<file path="config.mk">
export PLATFORM = sky130hd
export DESIGN_NAME = uart_tx_arbiter
export DESIGN_NICKNAME = d
export VERILOG_FILES = /design/src/rtl/uart_tx_arbiter.sv
export SDC_FILE = /design/constraint.sdc
export NUM_CORES = 1
export LEC_CHECK = 0
export CELL_PAD_IN_SITES_DETAIL_PLACEMENT = 0
export CELL_PAD_IN_SITES_GLOBAL_PLACEMENT = 1
export CORE_MARGIN = 2
export CORE_UTILIZATION = 30
export CTS_BUF_LIST = sky130_fd_sc_hd__clkbuf_16
export CTS_CLUSTER_DIAMETER = 100
export DETAILED_ROUTE_END_ITERATION = 6
export GPL_TIMING_DRIVEN = 0
export PLACE_DENSITY_LB_ADDON = 0.1
export SETUP_SLACK_MARGIN = 0.2
export SKIP_CTS_REPAIR_TIMING = 1
export SYNTH_ARGS = -nofsm -noshare
export SYNTH_HDL_FRONTEND = slang
export SYNTH_SLANG_ARGS = --single-unit
</file>
<file path="constraint.sdc">
create_clock -name clk -period 4.1 [get_ports clk]
set_clock_uncertainty 0.15 [all_clocks]
set_input_delay 1.025 -clock clk [delete_from_list [all_inputs] [get_ports clk]]
set_output_delay 1.025 -clock clk [all_outputs]
set_load 0.1 [all_outputs]
</file>
<file path="src/rtl/uart_tx_arbiter.sv">
// Round-robin arbiter sharing one uart_tx between NUM_REQ byte streams.
// Grant is held from a packet's first byte through its last byte.
module uart_tx_arbiter #(
  parameter int NUM_REQ = 4,
  parameter int IDX_W   = 2
) (
  input  logic                 clk,
  input  logic                 reset,
  input  logic [NUM_REQ-1:0]   req_valid,
  input  logic [8*NUM_REQ-1:0] req_data,
  input  logic [NUM_REQ-1:0]   req_last,
  output logic [NUM_REQ-1:0]   req_ready,
  output logic [7:0]           uart_data,
  output logic                 uart_start,
  input  logic                 uart_busy,
  output logic [IDX_W-1:0]     grant_id,
  output logic                 locked,
  output logic [15:0]          pkt_count
);

  typedef enum logic [1:0] {ARB, START, WAIT_BUSY, WAIT_DONE} state_t;

  localparam logic [IDX_W:0]   NUM_REQ_W = (IDX_W+1)'(NUM_REQ);
  localparam logic [IDX_W-1:0] LAST_IDX  = IDX_W'(NUM_REQ - 1);

  state_t           state, state_nxt;
  logic [IDX_W-1:0] rr_ptr, winner, rr_nxt;
  logic             win_found, accept, sel_last;
  logic [7:0]       sel_byte;

  // Locked: only the holder is eligible. Otherwise scan from rr_ptr, wrapping.
  always_comb begin : select
    logic [IDX_W:0]   sum;
    logic [IDX_W-1:0] cand;
    win_found = 1'b0;
    winner    = grant_id;
    sum       = '0;
    cand      = '0;
    if (locked) begin
      win_found = req_valid[grant_id];
    end else begin
      for (int unsigned k = 0; k < NUM_REQ; k++) begin
        sum  = {1'b0, rr_ptr} + (IDX_W+1)'(k);
        cand = (sum >= NUM_REQ_W) ? IDX_W'(sum - NUM_REQ_W) : IDX_W'(sum);
        if (!win_found && req_valid[cand]) begin
          win_found = 1'b1;
          winner    = cand;
        end
      end
    end
  end

  always_comb begin
    sel_byte = '0;
    for (int unsigned k = 0; k < NUM_REQ; k++) begin
      if (IDX_W'(k) == winner) sel_byte = req_data[8*k +: 8];
    end
  end

  assign sel_last = req_last[winner];
  assign accept   = (state == ARB) && win_found;
  assign rr_nxt   = (winner == LAST_IDX) ? '0 : winner + 1'b1;

  always_comb begin
    req_ready = '0;
    if (accept) req_ready[winner] = 1'b1;
  end

  always_comb begin
    state_nxt = state;
    case (state)
      ARB:       if (accept)     state_nxt = START;
      START:                     state_nxt = WAIT_BUSY;
      WAIT_BUSY: if (uart_busy)  state_nxt = WAIT_DONE;
      WAIT_DONE: if (!uart_busy) state_nxt = ARB;
      default:                   state_nxt = ARB;
    endcase
  end

  always_ff @(posedge clk or negedge reset) begin
    if (!reset) begin
      state      <= ARB;
      rr_ptr     <= '0;
      uart_data  <= '0;
      uart_start <= 1'b0;
      grant_id   <= '0;
      locked     <= 1'b0;
      pkt_count  <= '0;
    end else begin
      state      <= state_nxt;
      uart_start <= accept;
      if (accept) begin
        uart_data <= sel_byte;
        grant_id  <= winner;
        if (sel_last) begin
          locked    <= 1'b0;
          rr_ptr    <= rr_nxt;
          pkt_count <= pkt_count + 16'd1;
        end else begin
          locked <= 1'b1;
        end
      end
    end
  end

endmodule

</file>
* Yosys cells after proc, flatten, opt, wreduce, memory -nomap -nowiden *
Index checks and enable logic that the tools add are counted.

storage, ports and cells
  memories kept = 0
  flip-flop bits (word level) = 32
  memory bits (read-only) = 0
  input bits = 43
  bits in latches = 0
  RAM bits = 0

cells by class
  reductions and logical operators = 12
  mux-type cells = 42
  bitwise logic cells = 0
  add/sub/neg operators = 9
  multiply operators = 0
  divide/modulo/power cells = 0
  shift operators = 0
  equal/unequal tests = 10
  $lt $le $gt $ge = 11

operator list
  cell                                                                                  number
  8-bit two-way mux                                                                     4
  2-bit two-way mux                                                                     13
  2-bit by 3-bit < comparator with 1-bit output (second input constant)                 6
  16-bit by 1-bit adder with 16-bit output (second input constant)                      1
  1-bit two-way mux                                                                     16
  1-bit binary-select mux with 2-bit select                                             6
  3-bit greater-or-equal comparator (second input constant)                             3
  2-bit one-hot mux with 4 select lines                                                 1
  2-bit by 1-bit subtractor with 2-bit output (second input constant)                   4
  2-bit by 2-bit adder with 3-bit output (second input constant)                        2
  2-bit == test (second input constant)                                                 3
  2-bit inequality test (second input constant)                                         3
  1-bit logical AND                                                                     5
  2-bit == test (first input constant)                                                  2
  2-bit zero test                                                                       2
  4-bit two-way mux                                                                     1
  2-bit by 1-bit adder with 3-bit output (second input constant)                        1
  2-bit by 3-bit greater-or-equal comparator with 1-bit output (second input constant)  1
  1-bit zero test                                                                       3
  3-bit AND reduction                                                                   1
  2-bit by 1-bit adder with 2-bit output (second input constant)                        1
  1-bit demux with 2-bit select                                                         1
  1-bit by 2-bit == test with 1-bit output (first input constant)                       1
  2-bit by 1-bit == test with 1-bit output (second input constant)                      1
  2 further kinds                                                                       2

* Depth between registers and ports, before layout *
  word-level depth = 23
  mapped depth = 18

* Least setup slack after synthesis *
Ideal clock, no wire load.

  path kind = input to output
  from = in req_valid[2]
  to = out req_ready[1]
  stages on the path = 11
  arrival time = 4.167 ns
  path slack = -1.242 ns
  path through = or3b_1 > a211o_1 > a21oi_4 > nor3_1 > a21oi_1 > mux2i_1 > inv_1 > ha_1 > clkbuf_1 > inv_1 > nor2_1

on the way
  word-level cells in the longest chain between the ends = 21
  elaborated cells between the ends (all ways) = 36
  those cells by class = order compare (2); mux (26); reduce/logical (8)

RTL lines
  element                                                                                                                                              RTL line  source
  start, declared                                                                                                                                      9         input logic [NUM_REQ-1:0] req_valid,
  1-bit binary-select mux with 2-bit select                                                                                                            45        if (!win_found && req_valid[cand]) begin
  1-bit two-way mux (not written as such)                                                                                                              45
  1-bit two-way mux                                                                                                                                    45
  1-bit two-way mux                                                                                                                                    39        if (locked) begin
  1-bit zero test                                                                                                                                      45
  1-bit logical AND                                                                                                                                    45
  1-bit two-way mux                                                                                                                                    45
  1-bit two-way mux                                                                                                                                    39
  [6 not listed]                                                                                                                                       n/a
  2-bit two-way mux (*)                                                                                                                                45
  2-bit two-way mux (*)                                                                                                                                39
  net winner[0]                                                                                                                                        27        logic [IDX_W-1:0] rr_ptr, winner, rr_nxt;
  2-bit by 3-bit < comparator with 1-bit output (not written as such) or 2-bit by 1-bit greater-or-equal comparator with 1-bit output (tied branches)  66        if (accept) req_ready[winner] = 1'b1;
  1-bit logical AND (not written as such)                                                                                                              66
  1-bit two-way mux (not written as such)                                                                                                              66
  1-bit demux with 2-bit select (*)                                                                                                                    66
  4-bit two-way mux (*)                                                                                                                                66
  end, declared                                                                                                                                        12        output logic [NUM_REQ-1:0] req_ready,

The timed path passes the listed nets; every way through them passes the cells marked *. The select of a mux whose other input is x is not followed.

* Worst setup path after layout *
  from = in req_valid[0]
  to = out req_ready[0]

The elaborated chain is that of the path after synthesis.

==> impl_metrics.json <==
{
  "path_max_fanout": 10,
  "violations": "setup timing",
  "min_period_over_period": 1.08,
  "grt_overflow": 0,
  "grt_max_degree": 33,
  "cts_inserted_buffers": 5,
  "synth_cell_types": 43,
  "dieArea_sq_um": 8250,
  "criticalPathCategory": "primary input to output pin",
  "initial_core_util": 0.310,
  "synthFlopType": "dfrtp_1",
  "grt_pass1_wl_um": 10700,
  "hold_slack_ps": 330,
  "boundaryPins": 75,
  "die_h_um": 90.8,
  "drt_iter0_drc": 50,
  "antenna_found_initial": 0,
  "crit_slowest_cell": "or4_1",
  "fin_area_sq_um": 3630,
  "critPathCaptureType": "output pin",
  "setup_ws_ps": -347,
  "final_cells": 462,
  "core-area_sq_um": 7290,
  "status": "finished, violations left",
  "cts_sinks": 32,
  "startpoint_type": "primary input",
  "hold_start": "uart_data[0]$_DFFE_PN0N_",
  "syn_area_sq_um": 2260,
  "use_met1": 0.212,
  "diodes": 0,
  "rsz0062_at_grt": "yes",
  "worstMarginPinSlew_ps": 1000,
  "drv_cap": 0,
  "place.gp.congestion": 0.808,
  "clkTransAtPathRegs_ps": 50,
  "hp-class": "register to register",
  "yosysTopAreaCellShare": 0.354,
  "setup_violations": 4,
  "place_area_sq_um": 3210,
  "busiest_layer": "met2",
  "setup_tns_ps": -1130,
  "power_mw": 3.10,
  "cp-startpoint": "req_valid[0]",
  "yosysWarnings": 0,
  "synth.area.top_cells": "dfrtp_1 35%, a21oi_1 7.1%, nor2_1 5.1%, ha_1 5.0%, xor2_1 4.3%",
  "regToRegStartpoint": "rr_ptr[1]$_DFFE_PN0P_",
  "crit_required_ps": 2920,
  "cts_max_level": 2,
  "wirelength_um": 6690,
  "grt_pass1_vias": 2161,
  "grt_use_met2": 0.261,
  "dr.pass1.iters": 4,
  "area_growth_pct": 60.6,
  "hold_viol": 0,
  "yosysSeqAreaShare": 0.354,
  "syn_avg_cell_area_sq_um": 8.60,
  "synth_top_area_cell": "dfrtp_1",
  "rows": 31,
  "synth_edf_count": 0,
  "drc": 0,
  "clk_path_buf_depth": 2,
  "cts_tree": "done",
  "nFillCells": 731,
  "dp_cells": 436,
  "crit_path_cell_trace": "clkbuf_2 -> clkbuf_4 -> nor2_1 -> a31oi_1 -> or4_1 -> o21ai_0 -> a21oi_4 -> inv_1 -> ha_2 -> and3_4 -> buf_6",
  "post_drt_wl_per_cell_um": 14.5,
  "max_freq_mhz": 225,
  "slew_viol_final": 0,
  "drive_gt1_frac": 0.204,
  "irDropWorstVdd_mv": 0.459,
  "via_per_inst": 4.87,
  "ys_ff_latch": 32,
  "die_w_um": 90.8,
  "arrival_ps": 3270,
  "syn_inst": 263,
  "timing.slew.headroom": 0.329,
  "syn_nets": 315,
  "min_period_ps": 4450,
  "vias": 2249,
  "nNetsFinal": 414,
  "grtUsageMet3": 0.0334,
  "p_leak_nw": 1.67,
  "async_flop_share": 1.00,
  "r2r_setup_slack_ps": 830,
  "p_per_area_nw_per_um2": 854,
  "clockRootBuffer": "clkbuf_16",
  "port_buffers": 74,
  "synthTopCellsByCount": "32 x a21oi_1, 32 x dfrtp_1, 31 x nor2_1, 19 x o21ai_0, 16 x nand2_1",
  "grt_usage": 0.157,
  "cpPeakStageDelay_ps": 420,
  "insertion_delay_ps": 270,
  "antenna_left": 0,
  "dp_hpwl_um": 4710
}
==> report_power, final <==
| group | total (mW) | internal [mW] | leakage (nW) | switching [mW] |
|---|---|---|---|---|
| Clock | 0.411 | 0.283 | 0.0850 | 0.128 |
| Sequential | 0.506 | 0.411 | 0.399 | 0.0952 |
| Combinational | 2.18 | 0.812 | 1.18 | 1.37 |
| Total | 3.10 | 1.51 | 1.67 | 1.60 |
==> cells in the final DEF, fill, tap and decap left out, drive strengths merged, types with 2 or more instances in the layout <==
cell type,Yosys,final
or4,2,2
nand3b,3,3
dlymetal6s2s,0,2
ha,9,9
dfrtp,32,32
xor2,11,11
nor2,31,31
a21boi,2,2
buf,6,34
nand2,16,16
clkdlybuf4s50,0,65
a221oi,2,2
clkbuf,9,11
nand3,6,6
o21ai,19,19
nor2b,4,4
inv,13,14
xnor2,4,4
nor3,8,8
mux2i,7,7
o211a,2,2
nand2b,5,5
a211oi,2,2
and3,15,15
a21oi,34,34
mux2,4,4
nor4,3,3
==> state kept, by name, summed over array words and instances, names as in the netlist <==
name,count
grant_id,2
locked,1
pkt_count,16
rr_ptr,2
state,2
uart_data,8
uart_start,1
==> routing by layer <==
layer | vias up | wire length, um
li1 | 1132 | -
met1 | 1049 | 3080
met2 | 66 | 3260
met3 | 2 | 323
met4 | 0 | 27
met5 | - | 0
==> critical path, delay by kind of cell <==
family,cells,cell delay (ps)
AO/OA/AOI/OAI,3,400
adder cells (fa/ha/maj),1,310
buffers and inverters,4,680
AND/OR/NAND/NOR,3,850
==> through the flow <==
stage / util / setup slack [ps]
2_1_floorplan: - / -222
3_3_place_gp: 0.441 / -2040
3_5_place_dp: 0.440 / -2010
4_1_cts: 0.463 / -2020
5_1_grt: 0.498 / -437
6_report: 0.498 / -347
==> worst paths after layout <==
path	to	cells after the start
min in group asynchronous	uart_data[3]$_DFFE_PN0N_	1
min	uart_data[0]$_DFFE_PN0N_	2
max	req_ready[0]	11
min reg2reg	uart_data[0]$_DFFE_PN0N_	2
max in group asynchronous	locked$_DFFE_PN0N_	1
max reg2reg	uart_data[6]$_DFFE_PN0N_	17
==> layout make-up <==
type                       count  area [sq um]  share of cell area
buffer                        15           146              0.0403
clock inverter                 3          38.8              0.0107
multi-input combinational    203          1440               0.395
sequential                    32           801               0.220
clock buffer                   5           125              0.0344
timing repair buffer          92           908               0.250
tap                           99           124              0.0341
inverter                      13          53.8              0.0148
==> cells by family after synthesis <==
group / after synthesis / synth area share
AO/OA/AOI/OAI: 71 / 0.197
XOR/XNOR: 15 / 0.0581
adder cells (fa/ha/maj): 9 / 0.0498
buffers and inverters: 28 / 0.0564
flip-flops: 32 / 0.354
multiplexers: 12 / 0.0608
AND/OR/NAND/NOR: 96 / 0.223
Note: power is estimated with default switching activity, not from simulation.
